<file path="config.mk">
export PLATFORM = sky130hd
export DESIGN_NAME = ddr3_iod_dly_ctrl_flat
export DESIGN_NICKNAME = d
export VERILOG_FILES = /design/src/rtl/ddr3_iod_dly_if.sv /design/src/rtl/ddr3_iod_dly_ctrl.sv /design/src/flat_wrapper.sv
export SDC_FILE = /design/constraint.sdc
export NUM_CORES = 1
export LEC_CHECK = 0
export ABC_AREA = 1
export CAP_MARGIN = 20
export CORE_UTILIZATION = 59
export CTS_CLUSTER_DIAMETER = 60
export DETAILED_ROUTE_END_ITERATION = 10
export GPL_ROUTABILITY_DRIVEN = 1
export PLACE_DENSITY_LB_ADDON = 0.2
export SYNTH_ARGS = -nofsm -noshare
export SYNTH_HDL_FRONTEND = slang
export SYNTH_SLANG_ARGS = --single-unit
</file>
<file path="constraint.sdc">
create_clock -name fab_clk_i -period 4.5 [get_ports fab_clk_i]
set_input_delay 1.125 -clock fab_clk_i [delete_from_list [all_inputs] [get_ports fab_clk_i]]
set_output_delay 1.125 -clock fab_clk_i [all_outputs]
set_load 0.005 [all_outputs]
</file>
<file path="src/rtl/ddr3_iod_dly_if.sv">
// Request / IOD control bundle between the training sequencer, the delay
// controller and the lane IOD wrapper. The slave modport is the controller side.
interface ddr3_iod_dly_if #(
    parameter int TAP_W = 8
) ();
    logic             req_valid;
    logic             req_ready;
    logic             req_load;
    logic [TAP_W-1:0] req_tap;
    logic             out_of_range;
    logic             delay_line_load;
    logic             delay_line_direction;
    logic             delay_line_move;
    logic [TAP_W-1:0] cur_tap;
    logic             done;
    logic             done_err;
    logic             err_oor;
    logic             err_clr;

    modport slave (
        input  req_valid, req_load, req_tap, out_of_range, err_clr,
        output req_ready, delay_line_load, delay_line_direction, delay_line_move,
               cur_tap, done, done_err, err_oor
    );

    modport master (
        output req_valid, req_load, req_tap, out_of_range, err_clr,
        input  req_ready, delay_line_load, delay_line_direction, delay_line_move,
               cur_tap, done, done_err, err_oor
    );
endinterface

</file>
<file path="src/rtl/ddr3_iod_dly_ctrl.sv">
// Fabric-side sequencer for one DDR3 address/command IOD output delay line.
// Turns tap-set / reload requests into LOAD / MOVE pulses separated by settle
// gaps, tracks the current tap and traps OUT_OF_RANGE reported by the IOD.
//
// state  | meaning
// IDLE   | ready for a request; target and direction latched on accept
// LOAD   | one-cycle DELAY_LINE_LOAD pulse, tracked tap returns to INIT_TAP
// MOVE   | one-cycle DELAY_LINE_MOVE pulse, tracked tap steps by one
// SETTLE | SETTLE_CYC idle cycles; out-of-range sampled on the last one
// FIN    | one-cycle DONE pulse (DONE_ERR if the request was aborted)
module ddr3_iod_dly_ctrl #(
    parameter int TAP_W      = 8,
    parameter int INIT_TAP   = 1,
    parameter int MAX_TAP    = 255,
    parameter int SETTLE_CYC = 4
) (
    input logic fab_clk_i,
    input logic arst_n_i,
    ddr3_iod_dly_if.slave dly
);
    localparam int CNT_W = (SETTLE_CYC > 1) ? $clog2(SETTLE_CYC) : 1;
    localparam logic [CNT_W-1:0] SETTLE_LAST = CNT_W'(SETTLE_CYC - 1);
    localparam logic [CNT_W-1:0] CNT_ONE     = CNT_W'(1);
    localparam logic [TAP_W-1:0] TAP_INIT    = TAP_W'(INIT_TAP);
    localparam logic [TAP_W-1:0] TAP_MAX     = TAP_W'(MAX_TAP);
    localparam logic [TAP_W-1:0] TAP_ONE     = TAP_W'(1);

    typedef enum logic [2:0] {
        ST_IDLE,
        ST_LOAD,
        ST_MOVE,
        ST_SETTLE,
        ST_FIN
    } state_t;

    state_t           state_q, state_d;
    logic [TAP_W-1:0] cur_tap_q, cur_tap_d;
    logic [TAP_W-1:0] target_q, target_d;
    logic             dir_q, dir_d;
    logic [CNT_W-1:0] cnt_q, cnt_d;
    logic             from_load_q, from_load_d;
    logic             done_err_q, done_err_d;
    logic             err_oor_q, err_oor_d;
    logic [TAP_W-1:0] req_target;
    logic             err_set;

    // State and datapath registers; reset matches the IOD's own reset tap.
    always_ff @(posedge fab_clk_i or negedge arst_n_i) begin
        if (!arst_n_i) begin
            state_q     <= ST_IDLE;
            cur_tap_q   <= TAP_INIT;
            target_q    <= TAP_INIT;
            dir_q       <= 1'b0;
            cnt_q       <= '0;
            from_load_q <= 1'b0;
            done_err_q  <= 1'b0;
            err_oor_q   <= 1'b0;
        end else begin
            state_q     <= state_d;
            cur_tap_q   <= cur_tap_d;
            target_q    <= target_d;
            dir_q       <= dir_d;
            cnt_q       <= cnt_d;
            from_load_q <= from_load_d;
            done_err_q  <= done_err_d;
            err_oor_q   <= err_oor_d;
        end
    end

    // Next-state logic: request accept, tap stepping, settle timing and trap handling.
    always_comb begin
        state_d     = state_q;
        cur_tap_d   = cur_tap_q;
        target_d    = target_q;
        dir_d       = dir_q;
        cnt_d       = cnt_q;
        from_load_d = from_load_q;
        done_err_d  = done_err_q;
        err_set     = 1'b0;
        // A reload is treated as a request whose target is INIT_TAP.
        req_target  = dly.req_load ? TAP_INIT
                    : ((dly.req_tap > TAP_MAX) ? TAP_MAX : dly.req_tap);

        case (state_q)
            ST_IDLE: begin
                if (dly.req_valid) begin
                    target_d   = req_target;
                    dir_d      = (req_target > cur_tap_q);
                    done_err_d = 1'b0;
                    if (dly.req_load) begin
                        state_d = ST_LOAD;
                    end else if (req_target == cur_tap_q) begin
                        state_d = ST_FIN;
                    end else begin
                        state_d = ST_MOVE;
                    end
                end
            end
            ST_LOAD: begin
                cur_tap_d   = TAP_INIT;
                from_load_d = 1'b1;
                cnt_d       = SETTLE_LAST;
                state_d     = ST_SETTLE;
            end
            ST_MOVE: begin
                if (dir_q) begin
                    if (cur_tap_q < TAP_MAX) cur_tap_d = cur_tap_q + TAP_ONE;
                end else begin
                    if (cur_tap_q != '0) cur_tap_d = cur_tap_q - TAP_ONE;
                end
                from_load_d = 1'b0;
                cnt_d       = SETTLE_LAST;
                state_d     = ST_SETTLE;
            end
            ST_SETTLE: begin
                if (cnt_q != '0) begin
                    cnt_d = cnt_q - CNT_ONE;
                end else if (dly.out_of_range) begin
                    // The IOD refused the last step, so take it back out of the tracked tap.
                    if (!from_load_q) begin
                        if (dir_q) begin
                            if (cur_tap_q != '0) cur_tap_d = cur_tap_q - TAP_ONE;
                        end else begin
                            if (cur_tap_q < TAP_MAX) cur_tap_d = cur_tap_q + TAP_ONE;
                        end
                    end
                    err_set    = 1'b1;
                    done_err_d = 1'b1;
                    state_d    = ST_FIN;
                end else if (cur_tap_q == target_q) begin
                    state_d = ST_FIN;
                end else begin
                    state_d = ST_MOVE;
                end
            end
            ST_FIN: begin
                state_d = ST_IDLE;
            end
            default: begin
                state_d = ST_IDLE;
            end
        endcase

        // A new trap outranks a clear arriving in the same cycle.
        if (err_set) begin
            err_oor_d = 1'b1;
        end else if (dly.err_clr) begin
            err_oor_d = 1'b0;
        end else begin
            err_oor_d = err_oor_q;
        end
    end

    assign dly.req_ready            = (state_q == ST_IDLE);
    assign dly.delay_line_load      = (state_q == ST_LOAD);
    assign dly.delay_line_move      = (state_q == ST_MOVE);
    assign dly.delay_line_direction = dir_q;
    assign dly.cur_tap              = cur_tap_q;
    assign dly.done                 = (state_q == ST_FIN);
    assign dly.done_err             = (state_q == ST_FIN) && done_err_q;
    assign dly.err_oor              = err_oor_q;
endmodule
</file>
<file path="src/flat_wrapper.sv">
// flat-port wrapper written by rule: the top's interface ports become plain ports
module ddr3_iod_dly_ctrl_flat 
#(
    parameter int TAP_W      = 8,
    parameter int INIT_TAP   = 1,
    parameter int MAX_TAP    = 255,
    parameter int SETTLE_CYC = 4
)
  (fab_clk_i, arst_n_i, dly_req_valid, dly_req_load, dly_req_tap, dly_out_of_range, dly_err_clr, dly_req_ready, dly_delay_line_load, dly_delay_line_direction, dly_delay_line_move, dly_cur_tap, dly_done, dly_done_err, dly_err_oor);
  ddr3_iod_dly_if #(.TAP_W(TAP_W)) dly_i ();
  input logic fab_clk_i;
  input logic arst_n_i;
  input wire logic [$bits(dly_i.req_valid)-1:0] dly_req_valid;
  input wire logic [$bits(dly_i.req_load)-1:0] dly_req_load;
  input wire logic [$bits(dly_i.req_tap)-1:0] dly_req_tap;
  input wire logic [$bits(dly_i.out_of_range)-1:0] dly_out_of_range;
  input wire logic [$bits(dly_i.err_clr)-1:0] dly_err_clr;
  output wire logic [$bits(dly_i.req_ready)-1:0] dly_req_ready;
  output wire logic [$bits(dly_i.delay_line_load)-1:0] dly_delay_line_load;
  output wire logic [$bits(dly_i.delay_line_direction)-1:0] dly_delay_line_direction;
  output wire logic [$bits(dly_i.delay_line_move)-1:0] dly_delay_line_move;
  output wire logic [$bits(dly_i.cur_tap)-1:0] dly_cur_tap;
  output wire logic [$bits(dly_i.done)-1:0] dly_done;
  output wire logic [$bits(dly_i.done_err)-1:0] dly_done_err;
  output wire logic [$bits(dly_i.err_oor)-1:0] dly_err_oor;
  assign dly_i.req_valid = dly_req_valid;
  assign dly_i.req_load = dly_req_load;
  assign dly_i.req_tap = dly_req_tap;
  assign dly_i.out_of_range = dly_out_of_range;
  assign dly_i.err_clr = dly_err_clr;
  assign dly_req_ready = dly_i.req_ready;
  assign dly_delay_line_load = dly_i.delay_line_load;
  assign dly_delay_line_direction = dly_i.delay_line_direction;
  assign dly_delay_line_move = dly_i.delay_line_move;
  assign dly_cur_tap = dly_i.cur_tap;
  assign dly_done = dly_i.done;
  assign dly_done_err = dly_i.done_err;
  assign dly_err_oor = dly_i.err_oor;
  ddr3_iod_dly_ctrl #(.TAP_W(TAP_W), .INIT_TAP(INIT_TAP), .MAX_TAP(MAX_TAP), .SETTLE_CYC(SETTLE_CYC)) u_core (.fab_clk_i(fab_clk_i), .arst_n_i(arst_n_i), .dly(dly_i));
endmodule
</file>
==> flow_summary.ini <==
[outcome]
status = completed

[pwr]
ir_drop_mv = 0.419
combPwrFrac_pct = 63.0
netSwitchingFraction_pct = 50.5
p_int_mw = 0.753
powerDensity_nw_per_um2 = 643
p_clk_share_pct = 6.7
p_sw_mw = 0.767
p_leak_nw = 1.20
seq_power_share_pct = 30.3

[grt]
grt_pass1_wl_um = 7450
grt_pass1_vias = 1726
grtUsageTotal_pct = 27.7
gr-total-overflow = 0
grt_max_degree = 26
antenna_found_initial = 0

[die]
row_count = 20
dieArea_um2 = 3640
die_y_um = 60.3
die_x_um = 60.3
io_pins = 29
coreArea_um2 = 3130
start_util_pct = 64.1

[clock_network]
clkLatencyLatePin_ns = 0.33
clock-sinks = 25
cts_max_level = 1
cts_buffers = 3
cts_hold_buf = 0
cts_setup_buffers = 0
ctsResizeCount = 0
clk_pin_slew_ns = 0.14
cts-root-buf = clkbuf_4
tritoncts = built
cts_buffer_depth = 2

[critical_path]
cp.required_ns = 3.38
crit_start = u_core.state_q[2]
start_kind = flop
worstSetupPathType = reg -> out
crit-reg2reg-capture = u_core.state_q[1]
worstPathArrival_ns = 1.82
r2r-start = u_core.dly.cur_tap[7]
endpoint_kind = primary output
reg2reg_depth = 9
crit_fanout = 4
ff2ff_setup_slack_ns = 2.67

[final_layout]
fill_cells = 263
antenna_cells = 0
multi_input_area_um2 = 1170
final_common_cell = nand2_1
layout_common_cells = nand2_1, inv_1, nor2_1
drive_gt1_share_pct = 6.67
final_cell_count_no_fill = 374
regArea_um2 = 628
nets = 357
syn2layout_area_growth_pct = 17.8
fin_util_pct = 75.6

[synth]
netlist_instances = 303
syn-num-nets = 329
ys_seq_area_share_pct = 31.3
avgSynthCellArea_um2 = 6.62
syn_area_um2 = 2010
yosys_register_bits = 25
synth.distinct_cells = 30
yosys_warnings = 0

[sta]
setup_violations = 0
finalSetupTns_ns = 0
relSlewSlack_pct = 68.6
slew_viol_final = 0
worst_slack_ns = 1.56
finalCriticalPeriod_ns = 2.94
holdWs_ns = 0.512
min_period_over_period_pct = 65.4
worstMarginPinSlew_ns = 0.469
rsz0062_at_grt = false
hold_viol = 0
fin_skew_ns = 0.0155
fmax_ghz = 0.340

[worst_hold_path]
worstHoldStart = u_core.target_q[0]
hold_depth = 2
hp-class = reg -> reg
min_to = u_core.target_q[0]

[placed_design]
placed_cells = 369
port_buffers = 28
dpl.hpwl_um = 3500
post-place-ws_ns = 1.54
gp_congestion = 0.923

[routing]
wl_um = 4540
drc = 0
drt_iter0_drc = 153
routedWlPerCell_um = 12.1
first_pass_iters = 5
antenna_left = 0
vias_per_cell = 5.28
vias = 1974

[job]
maxCapViolCount = 0
flip-flops by register name, summed over array words and instances, names as in the netlist:
| signal | flops |
|---|---|
| u_core.target_q | 8 |
| u_core.dly.cur_tap | 8 |
| u_core.dly.err_oor | 1 |
| u_core.done_err_q | 1 |
| u_core.state_q | 3 |
| u_core.from_load_q | 1 |
| u_core.dly.delay_line_direction | 1 |
| u_core.cnt_q | 2 |
cell usage after synthesis:
cell type	number	area, um^2
buf_2	5	25.0
o211ai_2	1	12.5
o22ai_1	1	6.26
nand2_2	6	37.5
xnor2_1	8	70.1
nand4_1	4	25.0
nor4_1	1	6.26
nor2_2	1	6.26
dfrtp_1	23	576
clkbuf_1	1	3.75
nor2_8	1	20.0
nand3_1	32	160
o21ai_1	3	15.0
a22oi_1	1	7.51
dfstp_2	2	52.6
buf_6	1	11.3
a21oi_1	14	70.1
o21bai_1	1	7.51
nand2_1	87	327
inv_1	43	161
nor3_1	3	15.0
nand2_4	1	11.3
xor2_1	2	17.5
a21oi_2	1	8.76
or2_2	1	6.26
ha_1	12	150
nor2_1	34	128
o21ai_0	11	55.1
inv_2	1	3.75
nand3_2	1	10.0
routing by layer:
metal / vias up / track usage (%) / wire, um / share of wire, %
li1: 1018 / - / - / -
met1: 873 / 38.0 / 2090 / 46
met2: 72 / 43.0 / 2110 / 46
met3: 11 / 3.25 / 253 / 5.6
met4: 0 / 13.6 / 89 / 2.0
met5: - / 0 / 0 / 0
worst max path at each step:
stage / slack (ns) / end / cells past startpoint
after CTS: 1.53 / dly_done_err / 3
after detailed placement: 1.54 / u_core.state_q[1] / 10
after global placement: 1.58 / u_core.state_q[1] / 10
final: 1.56 / dly_done_err / 3
after global routing: 1.40 / dly_done_err / 3
after floorplan: 2.06 / u_core.state_q[1] / 10
area by class of cell:
cell class / count / share of cell area (%)
Multi-Input combinational cell: 227 / 49.6
Sequential cell: 25 / 26.6
Timing Repair Buffer: 30 / 13.3
Inverter: 44 / 6.99
Tap cell: 44 / 2.33
Clock buffer: 3 / 0.953
Clock inverter: 1 / 0.212
power groups by stage:
| stage | Sequential [mW] | Combinational [mW] | Clock [mW] |
|---|---|---|---|
| final | 0.461 | 0.957 | 0.102 |
| after global routing | 0.474 | 1.08 | 0.114 |
| after CTS | 0.457 | 0.946 | 0.104 |
| after detailed placement | 0.462 | 0.942 | 0 |
| after global placement | 0.457 | 0.920 | 0 |
| after floorplan | 0.407 | 0.738 | 0 |
through the flow:
step / total power [mW] / area (um^2)
after floorplan: 1.15 / 2010
after global placement: 1.38 / 2310
after detailed placement: 1.40 / 2310
after CTS: 1.51 / 2340
after global routing: 1.67 / 2360
final: 1.52 / 2360
worst max-delay path, cell delays in order, from the launching register on:
cell and delay (ns):
dfrtp_1 0.52, inv_1 0.13, nor4_1 0.27, clkdlybuf4s50_1 0.57
cell families (layout without fill, tap and decap cells):
logic type,after synthesis,in the layout,share of synthesized area (%)
adders and majority gates,12,12,7.49
xor gates and xnor gates,10,10,4.37
and+or+nand+nor,172,172,37.5
buffers and inverters,51,78,10.2
DFF,25,25,31.3
AOI/OAI and AO/OA,33,33,9.11
(Power assumes the default switching activity.)
